<file path="src/rtl/des_key_schedule.sv">
// des_key_schedule: sequential DES subkey generator (K1..K16 or K16..K1) over valid/ready; ports clk, rst, load, key_in, decrypt, subkey_ready -> subkey, subkey_valid, round, busy, done
module des_key_schedule #(
  parameter bit AUTO_ADVANCE = 1'b0
) (
  input  logic        clk,
  input  logic        rst,
  input  logic        load,
  input  logic [63:0] key_in,
  input  logic        decrypt,
  input  logic        subkey_ready,
  output logic [47:0] subkey,
  output logic        subkey_valid,
  output logic [3:0]  round,
  output logic        busy,
  output logic        done
);
  typedef enum logic {IDLE, GEN} state_t;
  localparam int PC1 [56] = '{
    57, 49, 41, 33, 25, 17,  9,  1, 58, 50, 42, 34, 26, 18,
    10,  2, 59, 51, 43, 35, 27, 19, 11,  3, 60, 52, 44, 36,
    63, 55, 47, 39, 31, 23, 15,  7, 62, 54, 46, 38, 30, 22,
    14,  6, 61, 53, 45, 37, 29, 21, 13,  5, 28, 20, 12,  4};
  localparam int PC2 [48] = '{
    14, 17, 11, 24,  1,  5,  3, 28, 15,  6, 21, 10,
    23, 19, 12,  4, 26,  8, 16,  7, 27, 20, 13,  2,
    41, 52, 31, 37, 47, 55, 30, 40, 51, 45, 33, 48,
    44, 49, 39, 56, 34, 53, 46, 42, 50, 36, 29, 32};
  function automatic logic [55:0] pc1(input logic [63:0] k);
    for (int j = 0; j < 56; j++) pc1[55-j] = k[64-PC1[j]];
  endfunction
  function automatic logic [47:0] pc2(input logic [55:0] cd);
    for (int j = 0; j < 48; j++) pc2[47-j] = cd[56-PC2[j]];
  endfunction
  function automatic logic [27:0] rotl(input logic [27:0] x, input logic two);
    rotl = two ? {x[25:0], x[27:26]} : {x[26:0], x[27]};
  endfunction
  function automatic logic [27:0] rotr(input logic [27:0] x, input logic two);
    rotr = two ? {x[1:0], x[27:2]} : {x[0], x[27:1]};
  endfunction
  state_t      state_q;
  logic [27:0] c_q, d_q, c_d, d_d;
  logic [47:0] subkey_q;
  logic [3:0]  round_q;
  logic        dec_q, valid_q, done_q, accept, last, two;
  // Stepping from round index r into r+1 shifts by one only when r is 0, 7 or 14,
  // which covers both directions since decrypt mirrors the encrypt shift table.
  assign two    = !(round_q == 4'd0 || round_q == 4'd7 || round_q == 4'd14);
  assign accept = state_q == GEN && valid_q && (AUTO_ADVANCE || subkey_ready);
  assign last   = round_q == 4'd15;
  // First cycle of GEN primes C,D: encrypt shifts once into round 1, decrypt
  // starts from C0,D0 which equals C16,D16.
  always_comb begin
    c_d = !valid_q ? (dec_q ? c_q : rotl(c_q, 1'b0)) : (dec_q ? rotr(c_q, two) : rotl(c_q, two));
    d_d = !valid_q ? (dec_q ? d_q : rotl(d_q, 1'b0)) : (dec_q ? rotr(d_q, two) : rotl(d_q, two));
  end
  always_ff @(posedge clk or posedge rst) begin
    if (rst) begin
      state_q  <= IDLE;
      c_q      <= '0;
      d_q      <= '0;
      dec_q    <= 1'b0;
      subkey_q <= '0;
      valid_q  <= 1'b0;
      round_q  <= '0;
      done_q   <= 1'b0;
    end else begin
      done_q <= 1'b0;
      if (load) begin
        state_q    <= GEN;
        {c_q, d_q} <= pc1(key_in);
        dec_q      <= decrypt;
        valid_q    <= 1'b0;
        round_q    <= '0;
      end else if (state_q == GEN && !valid_q) begin
        c_q      <= c_d;
        d_q      <= d_d;
        subkey_q <= pc2({c_d, d_d});
        valid_q  <= 1'b1;
      end else if (accept && !last) begin
        c_q      <= c_d;
        d_q      <= d_d;
        subkey_q <= pc2({c_d, d_d});
        round_q  <= round_q + 4'd1;
      end else if (accept) begin
        state_q <= IDLE;
        valid_q <= 1'b0;
        round_q <= '0;
        done_q  <= 1'b1;
      end
    end
  end
  assign subkey       = subkey_q;
  assign subkey_valid = valid_q;
  assign round        = round_q;
  assign busy         = state_q == GEN;
  assign done         = done_q;
endmodule
</file>
<file path="config.mk">
export PLATFORM = sky130hd
export DESIGN_NAME = des_key_schedule
export DESIGN_NICKNAME = d
export VERILOG_FILES = /design/src/rtl/des_key_schedule.sv
export SDC_FILE = /design/constraint.sdc
export NUM_CORES = 1
export LEC_CHECK = 0
export CAP_MARGIN = 20
export CELL_PAD_IN_SITES_DETAIL_PLACEMENT = 1
export CELL_PAD_IN_SITES_GLOBAL_PLACEMENT = 1
export CORE_UTILIZATION = 45
export DETAILED_ROUTE_END_ITERATION = 7
export PLACE_DENSITY_LB_ADDON = 0.1
export SETUP_SLACK_MARGIN = 0.3
export SYNTH_ARGS = -nofsm -noshare
export SYNTH_HDL_FRONTEND = slang
export SYNTH_SLANG_ARGS = --single-unit
</file>
<file path="constraint.sdc">
create_clock -name clk -period 9.8 [get_ports clk]
set_clock_uncertainty 0.15 [all_clocks]
set_input_delay 1.47 -clock clk [delete_from_list [all_inputs] [get_ports clk]]
set_output_delay 1.47 -clock clk [all_outputs]
set_load 0.01 [all_outputs]
</file>
# Yosys cells after proc, flatten, opt, wreduce, memory -nomap -nowiden
# Cells that the tools add are included.
[classes]
n_eq_ne = 6
n_bitwise = 1
mul = 0
n_mux = 32
n_div = 0
n_shift = 0
magnitude_cmp = 0
reduce_logical = 18
addsub = 1
[op_table]
columns = ["op", "n"]
rows = [
  ["2-to-1 mux 28 bit", 16],
  ["2-to-1 mux 48 bit", 2],
  ["2-to-1 mux 4 bit", 4],
  ["2-to-1 mux 1 bit", 10],
  ["nonzero test 3 bit", 3],
  ["== test 4 bit (second input constant)", 2],
  ["AND reduction 2 bit", 3],
  ["adder 4 x 1 -> 4 bit (second input constant)", 1],
  ["== test 4 x 3 -> 1 bit (second input constant)", 1],
  ["logical AND 1 bit", 4],
  ["zero test 4 bit", 1],
  ["!= test 2 bit (second input constant)", 2],
  ["nonzero test 2 bit", 2],
  ["!= test 3 bit (second input constant)", 1],
  ["AND reduction 3 bit", 1],
  ["zero test 1 bit", 2],
  ["logical OR 1 bit", 2],
  ["inverter 1 bit", 1],
]
[totals]
n_memories = 0
latchBits = 0
mem_bits_rw = 0
ff_bits = 112
mem_bits_ro = 0
inputBits = 69
out_inout_bits = 55
wordCells = 66

# Depth between registers and ports, before layout
# Gate-level depths: netlist of run 1.
[depth]
ltp_word = 9
mapped_depth = 10

# Worst setup path after synthesis of run 1
# OpenSTA, ideal clock, no wires.
[synth_path]
path_type = "input to register"
startpoint = "in load"
endpoint = "reg c_q[11]"
arrival_ns = 2.805
cell_stages = 7
required_time_ns = 9.528
slack_ns = 6.723
setup_ns = 0.122
cell_sequence = "clkbuf_1 -> nand2b_1 -> or3_1 -> clkbuf_1 -> or3_1 -> o21ai_1 -> nor2_1"
[synth_between]
elab_chain_cells = 1
elab_cells_between_ends = 2
[synth_rtl]
columns = ["element", "line_no", "rtl"]
rows = [
  ["start: declaration", "7", "input logic load,"],
  ["nonzero test 3 bit (no source line) / 2-to-1 mux 28 bit (equally long branches)", "-", ""],
  ["end signal: assignment", "70", "{c_q, d_q} <= pc1(key_in);"],
  ["end: declaration", "41", "logic [27:0] c_q, d_q, c_d, d_d;"],
]
# Several ways; a longest one is shown, not always the timed one.
# A chain may end at the register's enable or synchronous reset.

# Final worst setup path of run 1
# Same ends and word-level chain as after synthesis.

==> reports/results.ini, run 1 <==
[floorplanning]
core-area_sq_um = 18800
start_util_pct = 46.1
boundaryPins = 124
rows = 50
die_h_um = 141
die_w_um = 141
dieArea_sq_um = 19800

[critical_path]
end_kind = flip-flop
cp.required_ns = 9.91
crit_type = in2reg
r2r_cells = 6
setup.worst_path.start_class = input pin
critPathMaxFanout = 31
crit_arrival_ns = 4.20

[timing]
post-route-min-period_ns = 4.09
finalSetupViolCount = 0
slew_headroom_pct = 32.6
slew_viol_final = 0
hold_ws_ns = 0.334
worst_pin_slew_ns = 1.01
fin_setup_tns_ns = 0
fmax_ghz = 0.245
rsz0062_at_grt = false
finalCritPeriodShare_pct = 41.7
hold_violations = 0

[clock_network]
cts.clk_slew.worst_paths_ns = 0.08
hold_buffers = 0
root_buffer = clkbuf_16
clock_latency_ns = 0.37
cts_tree = yes
post_cts_resized = 0
cts-htree-levels = 3
post_cts_buffers = 0
numCtsBuffers = 9
cts_buffer_depth = 2
clock_sinks = 112

[final_layout]
area_delta_synth_final_pct = 14.3
nets = 1161
n_antenna_cell = 0
drive_gt1_share_pct = 8.50

[routing]
antenna_left = 0
dr.pass1.iters = 7
vias_per_cell = 6.99
via_count = 9287
drc = 0
drtIter0Drc = 1108
totalWireLength_um = 34900
drt-wirelength-per-cell_um = 26.3

[pwr]
p_per_area_nw_per_um2 = 155
power_frac_seq_pct = 42.2
p_sw_share_pct = 38.2
vdd_drop_max_mv = 0.0895
p_leak_nw = 3.83
switchingPower_w = 0.000587
total_power_w = 0.00154
p_int_w = 0.000948
pwr-share-clk_pct = 23.7
pwr-share-comb_pct = 34.1

[global_route]
grt_pass1_wl_um = 54600
grt_usage_pct = 35.9
gr-total-overflow = 0
grt_pass1_vias = 9204
grt_max_degree = 94
antenna_found_initial = 0

[placed_design]
io_buffers = 115
hpwl_um = 22100
globalplace.congestion = 0.872

[logic_synthesis]
avgSynthCellArea_sq_um = 8.13
yosys_warnings = 0
syn-cell-area_sq_um = 8660
synthesis.nets = 1137
synth_area_leader_cell = dfrtp_1
ys_seq_area_share_pct = 32.4
synth.area.top_cells = dfrtp_1, a21oi_1, nand2_1, a211oi_1, nor2_1
syn_inst = 1065
synth-edff-count = 0
netlist.area_leader.share_pct = 32.4
ys_ff_latch = 112
synthFlopType = dfrtp_1
async_flop_share_pct = 100
netlist-cell-type-count = 80

[flow_run]
cap_violations = 0

[hold_path]
worstHoldPathType = reg2reg
hold_path_depth = 2

[outcome]
status = finished clean

-- critical path, stage by stage --
cell      delay (ns)
buf_2           0.10
buf_4           0.26
nand2b_2        0.70
or3_1           0.95
or3_1           0.49
o21ai_1         0.14
nor2_1          0.07
-- layout make-up --
cell class / count / area (sq um)
fill: 2286 / 8870
multi-input combinational: 821 / 5200
sequential: 112 / 2810
timing repair buffer: 133 / 1280
tap: 234 / 293
clock buffer: 12 / 236
inverter: 12 / 47.5
clock inverter: 4 / 31.3
-- layer usage --
metal | global-route usage, % | vias up | wire length [um]
met5 | 0 | - | 0
met4 | 14.5 | 0 | 1170
met3 | 7.54 | 90 | 3130
met2 | 56.1 | 522 | 16000
met1 | 48.4 | 4616 | 14600
li1 | - | 4059 | -
-- placed cells by master (no fill, tap or decap), drive strengths merged, types with 12 or more instances in the layout --
master / netlist / final
a31oi: 20 / 20
mux2i: 26 / 26
nor2b: 13 / 13
o211ai: 17 / 17
nand3: 17 / 17
nor2: 72 / 72
buf: 68 / 19
inv: 11 / 12
a221oi: 22 / 22
clkbuf: 52 / 12
nand2: 127 / 127
o221ai: 14 / 14
and2: 12 / 12
nand2b: 20 / 20
o22ai: 28 / 28
nor3: 41 / 41
dfrtp: 112 / 112
a21oi: 123 / 123
a211oi: 49 / 49
clkdlybuf4s50: 0 / 114
a22oi: 14 / 14
o21ai: 56 / 56
-- Yosys cell counts, types with 25 or more instances --
master,n
nand2_1,126
a21oi_1,122
dfrtp_1,112
nor2_1,71
clkbuf_1,52
a211oi_1,45
o21ai_0,42
buf_2,39
nor3_1,39
o22ai_1,28
mux2i_1,25
-- per-stage QoR --
| step | setup slack, ns | cell area (sq um) | cells | utilization [%] |
|---|---|---|---|---|
| finish | 5.71 | 9900 | 1328 | 52.7 |
| global route | 5.63 | 9900 | 1328 | 52.7 |
| CTS | 5.76 | 9900 | 1328 | 52.7 |
| detailed placement | 5.38 | 9630 | 1312 | 51.3 |
| global placement | 5.38 | 9630 | 1312 | 51.3 |
| floorplan | 5.22 | 8660 | 1065 | - |
-- power groups by stage --
stage / registers [W] / logic [W] / clock network, W
floorplan: 0.000604 / 0.000346 / 0
finish: 0.000648 / 0.000523 / 0.000365
detailed placement: 0.000651 / 0.000516 / 0
CTS: 0.000642 / 0.000519 / 0.000368
global placement: 0.000649 / 0.000502 / 0
global route: 0.000656 / 0.000565 / 0.000384
-- flip-flops by register name, summed over array words and instances (netlist names) --
register and flops:
busy 1, subkey 48, c_q 28, round 4, dec_q 1, d_q 28, subkey_valid 1, done 1
-- final timing paths --
| check | start | to | slack, ns |
|---|---|---|---|
| max | load | c_q[11] | 5.71 |
| min | subkey[39] | subkey[39] | 0.33 |
| max in group asynchronous | rst | subkey[15] | 6.71 |
| max reg2reg | dec_q | subkey[30] | 5.89 |
| min reg2reg | subkey[39] | subkey[39] | 0.33 |
| min in group asynchronous | rst | subkey_valid | 1.40 |
-- kinds of logic after synthesis --
kind of cell             Yosys count  synth area share [%]
flip-flops                       112                  32.4
AND/OR/NAND/NOR                  345                  19.0
multiplexers                      42                  6.18
adder cells (fa/ha/maj)            3                 0.434
AO/OA/AOI/OAI                    430                  34.2
XOR/XNOR                           1                 0.101
buffers and inverters            132                  7.76
Power figures use the tool's default switching activity.
==> inputs of run 2 (changes only) <==
--- a/config.mk
+++ b/config.mk
@@ -8,7 +8,7 @@
 export CAP_MARGIN = 20
 export CELL_PAD_IN_SITES_DETAIL_PLACEMENT = 1
 export CELL_PAD_IN_SITES_GLOBAL_PLACEMENT = 1
-export CORE_UTILIZATION = 45
+export CORE_UTILIZATION = 38
 export DETAILED_ROUTE_END_ITERATION = 7
 export PLACE_DENSITY_LB_ADDON = 0.1
 export SETUP_SLACK_MARGIN = 0.3
==> constraint.sdc (replaced) <==
create_clock -name clk -period 3.5 [get_ports clk]
set_clock_uncertainty 0.15 [all_clocks]
set_input_delay 0.525 -clock clk [delete_from_list [all_inputs] [get_ports clk]]
set_output_delay 0.525 -clock clk [all_outputs]
set_load 0.01 [all_outputs]
==> run 2 against run 1 <==
  * First-iteration DRC count decreased by 19%
  * Highest routed layer unchanged
  * Cell area increased by 3.7%
  * Via count decreased by 0.80%
  * Clock-buffer cell count unchanged
  * Register-to-register slack got worse by 5.4 ns
  * Critical endpoint is now subkey[1]
  * Largest power group unchanged
  * Utilization decreased by 6.3 points
  * Hold slack got worse by 0.042 ns
==> reports/results.ini, run 2 (synthesis results as in run 1) <==
[routing]
via_count = 9213  ; -0.80%
dr.pass1.iters = 6  ; -1
drtIter0Drc = 896  ; -19%
drt-wirelength-per-cell_um = 25.7  ; -2.1%
antenna_left = 0  ; unchanged
totalWireLength_um = 36000  ; +3.3%
vias_per_cell = 6.57  ; -6.0%
drc = 0  ; unchanged

[final_layout]
design_area_sq_um = 10300  ; +3.7%
drive_gt1_share_pct = 10.7  ; +2.2 points
largest_reg_flops = 48  ; unchanged
nets = 1190  ; +2.5%
n_antenna_cell = 0  ; unchanged
area_delta_synth_final_pct = 18.5
final_cell_mix = nand2_1, a21oi_1, clkdlybuf4s50_1, dfrtp_1, nor2_1
final_common_cell = nand2_1

[flow_run]
cap_violations = 0  ; unchanged

[clock_network]
hold_buffers = 0  ; unchanged
cts_buffer_depth = 2  ; unchanged
post_cts_resized = 0  ; unchanged
numCtsBuffers = 9  ; unchanged
root_buffer = clkbuf_16
clock_latency_ns = 0.37  ; about the same
cts-htree-levels = 3  ; unchanged
cts_tree = yes
cts.clk_slew.worst_paths_ns = 0.09  ; about the same
post_cts_buffers = 0  ; unchanged
clock_sinks = 112  ; unchanged

[hold_path]
min_from = load
hold_path_depth = 3  ; +1
worstHoldPathType = in2reg

[pwr]
vdd_drop_max_mv = 0.274  ; +210%
p_per_area_nw_per_um2 = 437  ; +180%
p_leak_nw = 4.01  ; +4.7%

[critical_path]
r2r_cells = 8  ; +2
worstReg2RegStart = round[0]
crit_type = reg2reg
critPathMaxFanout = 17  ; -45%
end_kind = flip-flop
setup.worst_path.start_class = flip-flop
crit_arrival_ns = 3.14  ; -1.06 ns
cp.required_ns = 3.62  ; -6.29 ns
startpoint = round[0]

[timing]
post-route-min-period_ns = 3.02
fin_setup_tns_ns = 0  ; unchanged
slew_headroom_pct = 47.9  ; +15 points
slew_viol_final = 0  ; unchanged
worst_pin_slew_ns = 0.780  ; -0.231 ns
finalCritPeriodShare_pct = 86.3
setup_slack_ns = 0.480  ; -5.23 ns
rsz0062_at_grt = false
finalSetupViolCount = 0  ; unchanged
hold_violations = 0  ; unchanged
fmax_ghz = 0.331

[placed_design]
hpwl_um = 24600  ; +11%
place_area_sq_um = 9950  ; +3.3%
pre_cts_ws_ns = 0.573  ; -4.81 ns
globalplace.congestion = 0.915  ; +4.9%
io_buffers = 115  ; unchanged

[global_route]
grt_max_degree = 61  ; -35%
grt_pass1_wl_um = 55700  ; +2.0%
gr-total-overflow = 0  ; unchanged
grt_pass1_vias = 9081  ; -1.3%
antenna_found_initial = 0  ; unchanged
grt_usage_pct = 31.0  ; -4.9 points

[floorplanning]
die_h_um = 153  ; +8.7%
die_w_um = 153  ; +8.7%
core-area_sq_um = 22100  ; +18%
rows = 54  ; +8.0%
dieArea_sq_um = 23400  ; +18%
boundaryPins = 124  ; unchanged
start_util_pct = 39.2  ; -6.9 points

[outcome]
status = finished clean

==> run 2: worst paths after layout <==
check / end / slack, ns
max: subkey[1] / 0.48
min: c_q[7] / 0.29
max reg2reg: subkey[1] / 0.48
min reg2reg: subkey[7] / 0.33
max in group asynchronous: dec_q / 2.18
min in group asynchronous: subkey[33] / 0.34
==> run 2: stage by stage <==
stage	instances	power (W)	utilization, %	hold WS, ns
4_1_cts	1402	0.00448	46.4	0.298
2_1_floorplan	1065	0.00266	-	0.364
3_5_place_dp	1387	0.00331	45.0	0.319
3_3_place_gp	1387	0.00328	45.0	0.310
5_1_grt	1402	0.00469	46.4	0.316
6_report	1402	0.00449	46.4	0.292
==> run 2: routing by layer <==
metal  part of all wire [%]  track usage, %  wire, um  vias to the layer above
met5                      0               0         0                        -
met2                     45            48.5     16400                      411
met1                     44            42.6     15900                     4617
met3                    7.0            4.71      2510                       78
li1                       -               -         -                     4107
met4                    3.4            12.7      1240                        0
==> run 2: power breakdown <==
group	total, W	leakage (nW)	internal (W)	switching, W
combinational	0.00151	2.55	0.000706	0.000803
sequential	0.00180	1.31	0.00149	0.000317
clock	0.00117	0.149	0.000646	0.000528
==> run 2: area by class of cell <==
cell class / count / area [sq um]
fill: 2647 / 11800
tap: 280 / 350
sequential: 112 / 2810
inverter: 12 / 48.8
clock inverter: 3 / 67.6
timing repair buffer: 162 / 1550
multi-input combinational: 821 / 5190
clock buffer: 12 / 246
==> run 2: worst max-delay path, stage by stage, from the launching register on <==
cell and delay [ns]:
dfrtp_1 0.44, inv_1 0.12, ha_1 0.66, nand3_2 0.26, o211ai_1 0.40, buf_4 0.29
o22ai_1 0.09, a21o_1 0.22, a221oi_2 0.29
==> inputs of run 3 (changes only) <==
--- a/config.mk
+++ b/config.mk
@@ -9,6 +9,7 @@
 export CELL_PAD_IN_SITES_DETAIL_PLACEMENT = 1
 export CELL_PAD_IN_SITES_GLOBAL_PLACEMENT = 1
 export CORE_UTILIZATION = 38
+export CTS_CLUSTER_DIAMETER = 60
 export DETAILED_ROUTE_END_ITERATION = 7
 export PLACE_DENSITY_LB_ADDON = 0.1
 export SETUP_SLACK_MARGIN = 0.3
==> results of run 3 <==
The final DEF is identical to that of run 2; final timing and power are the same.
